## config.mk

```make
export PLATFORM = sky130hd
export DESIGN_NAME = chroma_key_ctrl
export DESIGN_NICKNAME = d
export VERILOG_FILES = /design/src/rtl/chroma_pkg.sv /design/src/rtl/chroma_key_ctrl_frame_sync_det.sv /design/src/rtl/chroma_key_ctrl.sv
export SDC_FILE = /design/constraint.sdc
export NUM_CORES = 1
export LEC_CHECK = 0
export ABC_AREA = 0
export CAP_MARGIN = 25
export CORE_ASPECT_RATIO = 1.2
export CORE_UTILIZATION = 28
export DETAILED_ROUTE_END_ITERATION = 8
export GPL_TIMING_DRIVEN = 0
export PLACE_DENSITY = 0.57
export SLEW_MARGIN = 20
export SYNTH_ARGS = -nofsm -noshare
export SYNTH_HDL_FRONTEND = slang
export SYNTH_SLANG_ARGS = --single-unit
```

## constraint.sdc

```tcl
create_clock -name iCLK27 -period 2.1 [get_ports iCLK27]
set_clock_uncertainty 0.2 [all_clocks]
set_input_delay 0.21 -clock iCLK27 [delete_from_list [all_inputs] [get_ports iCLK27]]
set_output_delay 0.21 -clock iCLK27 [all_outputs]
set_load 0.005 [all_outputs]
```

## src/rtl/chroma_pkg.sv

```systemverilog
// chroma_pkg: shared constants and types for the chroma-key control block
package chroma_pkg;

   localparam logic [1:0] ADDR_CTRL   = 2'd0;
   localparam logic [1:0] ADDR_THG    = 2'd1;
   localparam logic [1:0] ADDR_STATUS = 2'd2;
   localparam logic [1:0] ADDR_KEYCNT = 2'd3;

   localparam int CTRL_VIDEO  = 0;
   localparam int CTRL_IMAGE  = 1;
   localparam int CTRL_COMMIT = 2;

   localparam logic [9:0] THG_RST_DEFAULT = 10'd512;

   typedef enum logic {
      ST_IDLE,
      ST_PENDING
   } commit_state_t;

endpackage

```

## src/rtl/chroma_key_ctrl_frame_sync_det.sv

```systemverilog
// frame_sync_det: registered start-of-frame pulse on the falling edge of active-low vsync
module frame_sync_det (
   input  logic clk,
   input  logic rst_n,
   input  logic vs,
   output logic sof
);

   logic vs_q;

   // previous vsync starts high so a low vsync out of reset counts as a frame start
   always_ff @(posedge clk or negedge rst_n) begin
      if (!rst_n) begin
         vs_q <= 1'b1;
         sof  <= 1'b0;
      end else begin
         vs_q <= vs;
         sof  <= ~vs & vs_q;
      end
   end

endmodule

```

## src/rtl/chroma_key_ctrl.sv

```systemverilog
// chroma_key_ctrl: staged keying settings committed at frame start, plus keyed-pixel and frame counters
module chroma_key_ctrl
   import chroma_pkg::*;
#(
   parameter int         CNT_W   = 20,
   parameter int         FRM_W   = 16,
   parameter logic [9:0] THG_RST = THG_RST_DEFAULT
) (
   input  logic        iCLK27,
   input  logic        iRST_N,
   input  logic [1:0]  iAddress,
   input  logic        iWrite,
   input  logic [31:0] iWriteData,
   input  logic        iRead,
   output logic [31:0] oReadData,
   input  logic        iVS,
   input  logic        iDVAL,
   input  logic        iKeyHit,
   output logic        oVideoEnable,
   output logic        oImageEnable,
   output logic [9:0]  oThG
);

   commit_state_t    state, state_nxt;
   logic             sof;
   logic             stg_video, stg_image;
   logic [9:0]       stg_thg;
   logic [CNT_W-1:0] run_cnt, key_cnt;
   logic [FRM_W-1:0] frm_cnt;
   logic             wr_ctrl, wr_thg, commit_wr, pending, apply, hit;
   logic [31:0]      rd_val;

   assign wr_ctrl   = iWrite && iAddress == ADDR_CTRL;
   assign wr_thg    = iWrite && iAddress == ADDR_THG;
   assign commit_wr = wr_ctrl && iWriteData[CTRL_COMMIT];
   assign pending   = state == ST_PENDING;
   assign hit       = iDVAL & iKeyHit;

   frame_sync_det u_sync (
      .clk   (iCLK27),
      .rst_n (iRST_N),
      .vs    (iVS),
      .sof   (sof)
   );

   // commit state register
   always_ff @(posedge iCLK27 or negedge iRST_N) begin
      if (!iRST_N) state <= ST_IDLE;
      else         state <= state_nxt;
   end

   // a commit applies only when already pending at frame start; a same-cycle COMMIT re-arms for the next frame
   always_comb begin
      apply     = pending & sof;
      state_nxt = commit_wr ? ST_PENDING : (apply ? ST_IDLE : state);
   end

   // software-visible staging copy
   always_ff @(posedge iCLK27 or negedge iRST_N) begin
      if (!iRST_N) begin
         stg_video <= 1'b0;
         stg_image <= 1'b0;
         stg_thg   <= THG_RST;
      end else begin
         if (wr_ctrl) begin
            stg_video <= iWriteData[CTRL_VIDEO];
            stg_image <= iWriteData[CTRL_IMAGE];
         end
         if (wr_thg) stg_thg <= iWriteData[9:0];
      end
   end

   // committed settings take the pre-write staging values on the apply cycle
   always_ff @(posedge iCLK27 or negedge iRST_N) begin
      if (!iRST_N) begin
         oVideoEnable <= 1'b0;
         oImageEnable <= 1'b0;
         oThG         <= THG_RST;
      end else if (apply) begin
         oVideoEnable <= stg_video;
         oImageEnable <= stg_image;
         oThG         <= stg_thg;
      end
   end

   // saturating keyed-pixel count per frame, latched at frame start; wrapping frame count
   always_ff @(posedge iCLK27 or negedge iRST_N) begin
      if (!iRST_N) begin
         run_cnt <= '0;
         key_cnt <= '0;
         frm_cnt <= '0;
      end else if (sof) begin
         key_cnt <= run_cnt;
         run_cnt <= CNT_W'(hit);
         frm_cnt <= frm_cnt + FRM_W'(1);
      end else if (hit && !(&run_cnt)) begin
         run_cnt <= run_cnt + CNT_W'(1);
      end
   end

   // register read mux
   always_comb begin
      rd_val = 32'd0;
      case (iAddress)
         ADDR_CTRL:   rd_val = {29'd0, pending, stg_image, stg_video};
         ADDR_THG:    rd_val = {22'd0, stg_thg};
         ADDR_STATUS: rd_val = {16'(frm_cnt), 15'd0, pending};
         ADDR_KEYCNT: rd_val = 32'(key_cnt);
      endcase
   end

   // one-cycle read latency; data holds until the next read
   always_ff @(posedge iCLK27 or negedge iRST_N) begin
      if (!iRST_N)    oReadData <= 32'd0;
      else if (iRead) oReadData <= rd_val;
   end

endmodule

```

==> flow_metrics.tcl, run 1 <==
set metrics [dict create \
    status "complete, no violations" \
    synthDistinctLibCells 43 \
    ys_warn_count 0 \
    cpPeakStageDelay_ns 0.44 \
    worst_slew_pin_slew_ns 0.7094 \
    clk_latency_ns 0.40 \
    core-area_mm2 0.01711 \
    first_global_vias 3602 \
    start_kind "flip-flop" \
    drtPass1Iterations 4 \
    clkTransAtPathRegs_ns 0.05 \
    setup_viol 0 \
    ys_async_sr_fraction_pct 100.0 \
    crit_chain "ha_4, and3_1, buf_4, nand4_4, o21ai_4, or4_4, a21oi_2" \
    fin_nets 547 \
    cts_buffers 17 \
    seq_area_mm2 0.002883 \
    p_per_area_mw_per_mm2 1016 \
    start_util_pct 28.97 \
    antennaDiodeCount 0 \
    antenna_left 0 \
    synth_top_area_cell "dfrtp_1" \
    p_leak_nw 2.893 \
    cts_tree "yes" \
    fin_crit_ns 2.019 \
    path_buf_inv 1 \
    synth-edff-count 0 \
    hold_viol_final 0 \
    grt.total_usage_pct 13.28 \
    drc 0 \
    syn_area_mm2 0.004957 \
    gp_congestion 0.8091 \
    cts.sinks 115 \
    worst-path-max-fanout 7 \
    synth_cells 418 \
    drv_slew 0 \
    die_area_mm2 0.01824 \
    fmax_ghz 0.4954 \
    vias 3436 \
    cp.required_ns 2.23 \
    critPathTopFamily "simple AND/OR/NAND/NOR gates" \
    place_ws_ns -0.1419 \
    clk_path_buf_depth 2 \
    drt-initial-drc-count 149 \
    die_w_um 123.5 \
    rsz0062_at_grt "yes" \
    max-slew-margin-rel_pct 52.71 \
    synthTopCellsByArea "dfrtp_1, mux2_2, mux2i_1" \
    antenna_found_initial 0 \
    fp.dieH_um 147.8 \
    area_growth_pct 32.84 \
    cp.arrival_ns 2.15 \
    ys_ff_latch 115 \
    critical_path_class "reg -> reg" \
    via_per_inst 4.688 \
    cpMaxStageDelayCell "dfrtp_2" \
    multi_input_area_mm2 0.001904 \
    synthesis.nets 461 \
    drv_cap 0 \
    wl_per_cell_um 14.92 \
    num_rows 52 \
    p_total_mw 6.689 \
    nFillCells 1649 \
    ir_drop_v 0.0005767 \
    grt_max_degree 67 \
    cts-root-buf "clkbuf_16" \
    synthFlopType "dfrtp_1" \
    synth_top_area_share_pct 56.54 \
    min_period_over_period_pct 96.12 \
    avgSynthCellArea_um2 11.86 \
    ys_seq_area_share_pct 58.13 \
    dp_hpwl_um 7567 \
    setup_ws_ns 0.08139 \
    drive_gt1_share_pct 20.31 \
    io_pins 85 \
    cts.htree.levels 4 \
    end_kind "flip-flop" \
    hp-class "in -> reg" \
    overflow 0 \
    io_buffers 60 \
    grt_first_pass_wirelength_um 18480 \
    wl_um 10940 \
]
==> flip-flops by register name (all words and copies together) (netlist names) <==
| register | flops |
|---|---|
| stg_thg | 10 |
| pending | 1 |
| stg_image | 1 |
| oReadData | 32 |
| u_sync.sof | 1 |
| u_sync.vs_q | 1 |
| oVideoEnable | 1 |
| oImageEnable | 1 |
| key_cnt | 20 |
| oThG | 10 |
| run_cnt | 20 |
| frm_cnt | 16 |
| stg_video | 1 |
==> cells in the mapped netlist (3+ instances only) <==
| library cell | n |
|---|---|
| a21oi_1 | 5 |
| and3_1 | 8 |
| and4_1 | 3 |
| buf_1 | 3 |
| buf_2 | 3 |
| clkbuf_1 | 13 |
| dfrtp_1 | 112 |
| dfstp_2 | 3 |
| inv_1 | 30 |
| mux2_2 | 46 |
| mux2i_1 | 16 |
| nand2_1 | 32 |
| nand3_1 | 8 |
| nand4_1 | 9 |
| nor2_1 | 25 |
| nor3_1 | 3 |
| o2111ai_1 | 3 |
| o211ai_1 | 8 |
| o21ai_0 | 16 |
| o22ai_1 | 17 |
| xnor2_1 | 10 |
| xor2_1 | 18 |
==> metrics by stage <==
| step | setup TNS [ns] | hold WS (ns) | instances | area (um^2) | utilization [%] |
|---|---|---|---|---|---|
| after floorplan | 0 | -0.2856 | 418 | 4957 | - |
| after global placement | -433.29 | 0.2600 | 694 | 5828 | 34.06 |
| after detailed placement | -2.002 | 0.06488 | 695 | 5857 | 34.23 |
| after CTS | 0 | 0.03318 | 729 | 6530 | 38.16 |
| after global routing | -0.02276 | 0.05320 | 733 | 6585 | 38.48 |
| final | 0 | 0.04583 | 733 | 6585 | 38.48 |
==> cells by family (layout without fill, tap and decap cells) <==
kind of cell             after synthesis  count (layout)  share of synthesized area (%)
XOR/XNOR                              28              28                          4.947
flip-flops                           115             115                          58.13
multiplexers                          63              63                          14.13
adder cells (fa/ha/maj)                2               2                         0.5047
AO/OA/AOI/OAI                         54              54                          6.790
AND/OR/NAND/NOR                      106             106                          11.48
buffers and inverters                 50             149                          4.013
==> power by group <==
| group | internal, mW | leakage (nW) | switching (mW) |
|---|---|---|---|
| combinational | 0.524 | 1.06 | 0.308 |
| sequential | 2.49 | 1.52 | 0.211 |
| clock | 2.14 | 0.313 | 1.02 |
==> layout by cell type, fill, tap and decap left out, types with 9 or more instances in the layout <==
master,n
nand4_1,9
clkdlybuf4s50_1,59
dfrtp_1,111
mux2_2,46
nor2_1,25
clkbuf_1,13
nand2_1,32
xnor2_1,10
xor2_1,18
o22ai_1,17
inv_1,30
mux2i_1,16
clkbuf_16,17
o21ai_0,16
==> per-layer routing <==
metal | part of all wire, % | GRT usage (%) | vias to the layer above | routed length [um]
li1 | - | - | 1625 | -
met1 | 47 | 17.35 | 1746 | 5121
met2 | 49 | 20.64 | 57 | 5373
met3 | 2.7 | 3.511 | 8 | 294
met4 | 1.4 | 5.542 | 0 | 149
met5 | 0 | 0 | - | 0
==> cell type report <==
cell class | count | share of cell area [%]
sequential | 115 | 43.78
multi-input combinational | 253 | 28.92
timing repair buffer | 67 | 10.24
clock buffer | 19 | 6.726
tap | 216 | 4.104
clock inverter | 13 | 3.135
inverter | 30 | 1.710
buffer | 20 | 1.387
==> path summary, 6_finish.rpt <==
| check | to | cells past startpoint | from | slack [ns] |
|---|---|---|---|---|
| worst max-delay path | run_cnt[6] | 7 | run_cnt[1] | 0.08 |
| worst min-delay path | u_sync.vs_q | 1 | iVS | 0.05 |
| worst max register to register | run_cnt[6] | 7 | run_cnt[1] | 0.08 |
| worst min register to register | frm_cnt[15] | 1 | frm_cnt[15] | 0.27 |
| max in group asynchronous | run_cnt[1] | 3 | iRST_N | 0.83 |
| min in group asynchronous | oReadData[4] | 2 | iRST_N | 0.18 |
==> timing repair <==
item / in CTS / in global routing
endpoints found under the hold margin: 62 / 0
buffers inserted: 1 / 3
gates cloned: 0 / 1
setup endpoints to repair: 18 / 16
hold buffers: 1 / 0
gates resized for setup: 3 / 7
pin swaps: 0 / 4
No activity file was read; power rests on OpenSTA's default activity.
==> run 2: changes to the inputs <==
--- a/config.mk
+++ b/config.mk
@@ -9,6 +9,7 @@
 export CAP_MARGIN = 25
 export CORE_ASPECT_RATIO = 1.2
 export CORE_UTILIZATION = 28
+export CTS_BUF_LIST = sky130_fd_sc_hd__clkbuf_4
 export DETAILED_ROUTE_END_ITERATION = 8
 export GPL_TIMING_DRIVEN = 0
 export PLACE_DENSITY = 0.57
==> constraint.sdc (replaced) <==
create_clock -name iCLK27 -period 2.1 [get_ports iCLK27]
set_clock_uncertainty 0.2 [all_clocks]
set_input_delay 0.21 -clock iCLK27 [delete_from_list [all_inputs] [get_ports iCLK27]]
set_output_delay 0.21 -clock iCLK27 [all_outputs]
set_load 0.02 [all_outputs]
==> run 2 against run 1 <==
Against the previous run:
- critical path depth unchanged
- routed wire length decreased by 1.1%
- sequential cell count stayed put
- combinational power grew 21%
- largest cell class unchanged
==> flow_metrics.tcl, run 2 (same netlist as run 1, synthesis figures left out) <==
set metrics [dict create \
    reg2reg_slack_ns 0.08 \
    top_regs "oReadData: 32 flops, key_cnt: 20 flops, run_cnt: 20 flops" \
    dp.cells 695 \
    top_layer_used "met4" \
    antenna_found_initial 1 \
    cts.sinks 115 \
    cts.htree.levels 4 \
    core-area_mm2 0.01711 \
    rr_worst_depth 7 \
    num_rows 52 \
    start_kind "flip-flop" \
    cts_tree "yes" \
    top_register "oReadData" \
    drt-initial-drc-count 145 \
    final_common_cell "dfrtp_1" \
    wl_um 10820 \
    fmax_ghz 0.4945 \
    die_w_um 123.5 \
    cp.arrival_ns 2.25 \
    gp_congestion 0.8091 \
    fin_crit_ns 2.022 \
    cts-root-buf "clkbuf_4" \
    drtPass1Iterations 4 \
    wl_met3_um 474 \
    drive_gt1_share_pct 19.81 \
    fp.dieH_um 147.8 \
    critical_path_class "reg -> reg" \
    grt.total_usage_pct 13.10 \
    fin_hold_ws_ns 0.06843 \
    overflow 0 \
    drv_cap 0 \
    dp_hpwl_um 7567 \
    first_global_vias 3594 \
    drc 0 \
    status "complete, no violations" \
    nFillCells 1696 \
    clkTransAtPathRegs_ns 0.11 \
    largest_reg_flops 32 \
    p_per_area_mw_per_mm2 895.7 \
    cpPeakStageDelay_ns 0.42 \
    vias 3435 \
    cp.required_ns 2.33 \
    io_buffers 60 \
    utilization_pct 36.76 \
    fin_nets 550 \
    cpMaxStageDelayCell "or4_1" \
    grt_max_degree 67 \
    layout_common_cells "dfrtp_1, clkdlybuf4s50_1, mux2_2, nand2_1, inv_1" \
    worst-path-max-fanout 7 \
    stdcell_area_mm2 0.006290 \
    p_leak_nw 2.776 \
    placed_area_mm2 0.005857 \
    start_util_pct 28.97 \
    place_ws_ns -0.1419 \
    drv_slew 0 \
    min_period_over_period_pct 96.30 \
    setup_ws_ns 0.07763 \
    fin_cells 737 \
    end_kind "flip-flop" \
    via_per_inst 4.661 \
    worst_slew_pin_slew_ns 0.6573 \
    wl_met1_um 4978 \
    ir_drop_v 0.0002903 \
    io_pins 85 \
    grt_first_pass_wirelength_um 18380 \
    rsz0062_at_grt "yes" \
    setup_viol 0 \
    cts_buffers 17 \
    die_area_mm2 0.01824 \
    hold_viol_final 0 \
    max-slew-margin-rel_pct 56.18 \
    clk_path_buf_depth 2 \
    wl_per_cell_um 14.68 \
    area_growth_pct 26.88 \
    antenna_left 0 \
    hp-class "in -> async" \
    clk_latency_ns 0.51 \
    crit_chain "ha_2, and3_1, buf_4, nand4_4, o21ai_2, or4_1, a21oi_1" \
    wl_met2_um 5240 \
]
==> run 2: per-stage QoR <==
step / power (mW) / setup TNS (ns)
2_1_floorplan: 3.231 / 0
3_3_place_gp: 3.719 / -433.29
3_5_place_dp: 3.741 / -2.002
4_1_cts: 5.727 / 0
5_1_grt: 5.919 / -0.004088
6_report: 5.634 / 0
==> run 2: power breakdown <==
| part | internal [mW] | switching (mW) | leakage [nW] |
|---|---|---|---|
| clock | 1.07 | 0.861 | 0.180 |
| combinational | 0.527 | 0.478 | 1.07 |
| sequential | 2.49 | 0.207 | 1.53 |
| total | 4.09 | 1.55 | 2.78 |
==> run 2: final timing paths <==
| check | from | endpoint |
|---|---|---|
| min in group iCLK27 | iWriteData[2] | pending |
| worst max register to register | run_cnt[0] | run_cnt[6] |
| max in group asynchronous | iRST_N | run_cnt[18] |
| worst min register to register | frm_cnt[15] | frm_cnt[15] |
| worst max-delay path | run_cnt[0] | run_cnt[6] |
| worst min-delay path | iRST_N | oThG[5] |
==> run 2: routing by layer <==
metal | track usage (%) | up-vias
met1 | 17.30 | 1724
li1 | - | 1634
met3 | 3.279 | 9
met2 | 20.31 | 68
met5 | 0 | -
met4 | 5.422 | 0
==> run 2: repair_timing <==
item                       in CTS  in global routing
pin swaps                       1                  3
hold buffers                    4                  0
gates resized for setup         3                  4
cloned                          0                  0
hold endpoints to repair      118                  0
setup buffers                   2                  3
setup endpoints to repair      23                 12
==> run 2: area by class of cell <==
type                       instances  area (um^2)  share of cell area, %
sequential                       115         2882                  45.81
multi-input combinational        253         1879                  29.88
timing repair buffer              70        705.7                  11.22
tap                              216        270.3                  4.297
clock inverter                    14        210.2                  3.342
clock buffer                      18        135.1                  2.148
inverter                          30        112.6                  1.790
buffer                            20        92.59                  1.472
antenna                            1        2.502                0.03979
==> run 2: critical path, delay by kind of cell, from the launching register on <==
family | cells | cell delay, ns
buf+inv | 1 | 0.16
fa+ha+maj | 1 | 0.21
flops | 1 | 0.41
compound gates | 2 | 0.27
simple gates | 3 | 0.69
==> run 3: changes to the inputs <==
--- a/config.mk
+++ b/config.mk
@@ -12,7 +12,7 @@
 export CTS_BUF_LIST = sky130_fd_sc_hd__clkbuf_4
 export DETAILED_ROUTE_END_ITERATION = 8
 export GPL_TIMING_DRIVEN = 0
-export PLACE_DENSITY = 0.57
+export PLACE_DENSITY = 0.56
 export SLEW_MARGIN = 20
 export SYNTH_ARGS = -nofsm -noshare
 export SYNTH_HDL_FRONTEND = slang
==> constraint.sdc (replaced) <==
create_clock -name iCLK27 -period 2.08 [get_ports iCLK27]
set_clock_uncertainty 0.2 [all_clocks]
set_input_delay 0.208 -clock iCLK27 [delete_from_list [all_inputs] [get_ports iCLK27]]
set_output_delay 0.208 -clock iCLK27 [all_outputs]
set_load 0.02 [all_outputs]
==> run 3 against run 2 <==
Against the previous run:
- routed wire length decreased by 0.57%
- clock power fell by 9%
- sequential share of layout area grew 0.11 points
- die area stayed put
- combinational power about the same
- fmax up 2.0%
- global-route usage hardly changed
- setup slack gained 0.019 ns
- register-to-register slack improved by 0.02 ns
- worst hold slack gained 0.0072 ns
- via count is 0.32% lower
- critical endpoint unchanged
==> flow_metrics.tcl, run 3 (same netlist as run 1, synthesis figures left out) <==
set metrics [dict create \
    status "complete, no violations" \
    fp.dieH_um 147.8 \
    cp.required_ns 2.31 \
    ir_drop_v 0.0003259 \
    antenna_found_initial 1 \
    p_per_area_mw_per_mm2 877.5 \
    critical_path_class "reg -> reg" \
    fin_crit_ns 1.983 \
    wl_um 10760 \
    tns_ns 0 \
    final_common_cell "dfrtp_1" \
    cts_buffers 17 \
    setup_viol 0 \
    hold_viol_final 0 \
    worst_slew_pin_slew_ns 0.6344 \
    top_register "oReadData" \
    antenna_left 0 \
    grt_first_pass_wirelength_um 18310 \
    max-slew-margin-rel_pct 57.71 \
    num_rows 52 \
    cts.sinks 115 \
    drv_slew 0 \
    nFillCells 1689 \
    end_kind "flip-flop" \
    cts.htree.levels 4 \
    place_ws_ns -0.1898 \
    drtPass1Iterations 6 \
    io_buffers 60 \
    seq_area_mm2 0.002883 \
    drc 0 \
    cts_tree "yes" \
    io_pins 85 \
    rsz0062_at_grt "no" \
    start_util_pct 28.97 \
    drv_cap 0 \
    p_leak_nw 2.745 \
    gp_congestion 0.8031 \
    top_regs "oReadData: 32 flops, key_cnt: 20 flops, run_cnt: 20 flops" \
    stdcell_area_mm2 0.006277 \
    via_per_inst 4.646 \
    clk_path_buf_depth 2 \
    utilization_pct 36.68 \
    dp.cells 695 \
    worst-path-max-fanout 7 \
    wl_per_cell_um 14.59 \
    min_period_over_period_pct 95.36 \
    cp.arrival_ns 2.22 \
    grt_max_degree 62 \
    grt.total_usage_pct 13.07 \
    first_global_vias 3620 \
    vias 3424 \
    fin_nets 550 \
    drt-initial-drc-count 157 \
    fmax_ghz 0.5042 \
    dp_hpwl_um 7699 \
    die_area_mm2 0.01824 \
    fin_cells 737 \
    clk_latency_ns 0.51 \
    clkTransAtPathRegs_ns 0.11 \
    drive_gt1_share_pct 20.19 \
    layout_common_cells "dfrtp_1, clkdlybuf4s50_1, mux2_2, nand2_1, inv_1" \
    area_growth_pct 26.63 \
    core-area_mm2 0.01711 \
    hp-class "in -> reg" \
    start_kind "flip-flop" \
    multi_input_area_mm2 0.001902 \
    largest_reg_flops 32 \
    die_w_um 123.5 \
    cts-root-buf "clkbuf_4" \
    placed_area_mm2 0.005857 \
    setup_ws_ns 0.09661 \
    overflow 0 \
]
## run 3: area by class of cell
type | instances | area share [%]
antenna | 1 | 0.03986
buffer | 19 | 1.355
clock buffer | 17 | 2.033
clock inverter | 15 | 2.890
inverter | 30 | 1.794
multi-input combinational | 253 | 30.30
sequential | 115 | 45.92
tap | 216 | 4.305
timing repair buffer | 71 | 11.36
## run 3: path summary, 6_finish.rpt
check | startpoint | endpoint | slack, ns | depth (start not counted)
worst max-delay path | run_cnt[1] | run_cnt[6] | 0.1 | 6
worst min-delay path | iWriteData[2] | pending | 0.08 | 3
worst min register to register | frm_cnt[15] | frm_cnt[15] | 0.27 | 1
worst max register to register | run_cnt[1] | run_cnt[6] | 0.1 | 6
min in group asynchronous | iRST_N | oReadData[7] | 0.55 | 3
max in group asynchronous | iRST_N | stg_thg[9] | 0.40 | 4
## run 3: repair_timing
action	in CTS	in global routing
resized for setup	4	8
endpoints found under the setup margin	21	20
hold buffers	5	0
endpoints found under the hold margin	116	0
pin swaps	0	6
gates cloned	0	1
buffers inserted	2	2
## run 3: where the power goes
group / switching, mW / leakage (nW) / internal (mW)
Clock: 0.917 / 0.151 / 0.841
Combinational: 0.487 / 1.07 / 0.540
Sequential: 0.214 / 1.52 / 2.51
Total: 1.62 / 2.75 / 3.89
## run 3: through the flow
| stage | hold WS (ns) | power [mW] |
|---|---|---|
| CTS | 0.02922 | 5.580 |
| finish | 0.07560 | 5.508 |
| global placement | 0.2581 | 3.758 |
| global route | 0.04616 | 5.801 |
| floorplan | -0.2876 | 3.262 |
| detailed placement | 0.01493 | 3.788 |
## run 3: layer usage
metal | vias up | GRT usage (%) | routed length (um)
met5 | - | 0 | 0
met3 | 11 | 3.356 | 356
met2 | 55 | 20.92 | 5280
met1 | 1727 | 16.63 | 4968
met4 | 0 | 5.422 | 150
li1 | 1631 | - | -
## run 3: worst max-delay path, stage by stage (launching register included)
cell     delay [ns]
dfrtp_1        0.43
ha_4           0.19
and3_4         0.21
nand4_4        0.14
o21ai_4        0.09
or4_1          0.52
a21oi_1        0.13
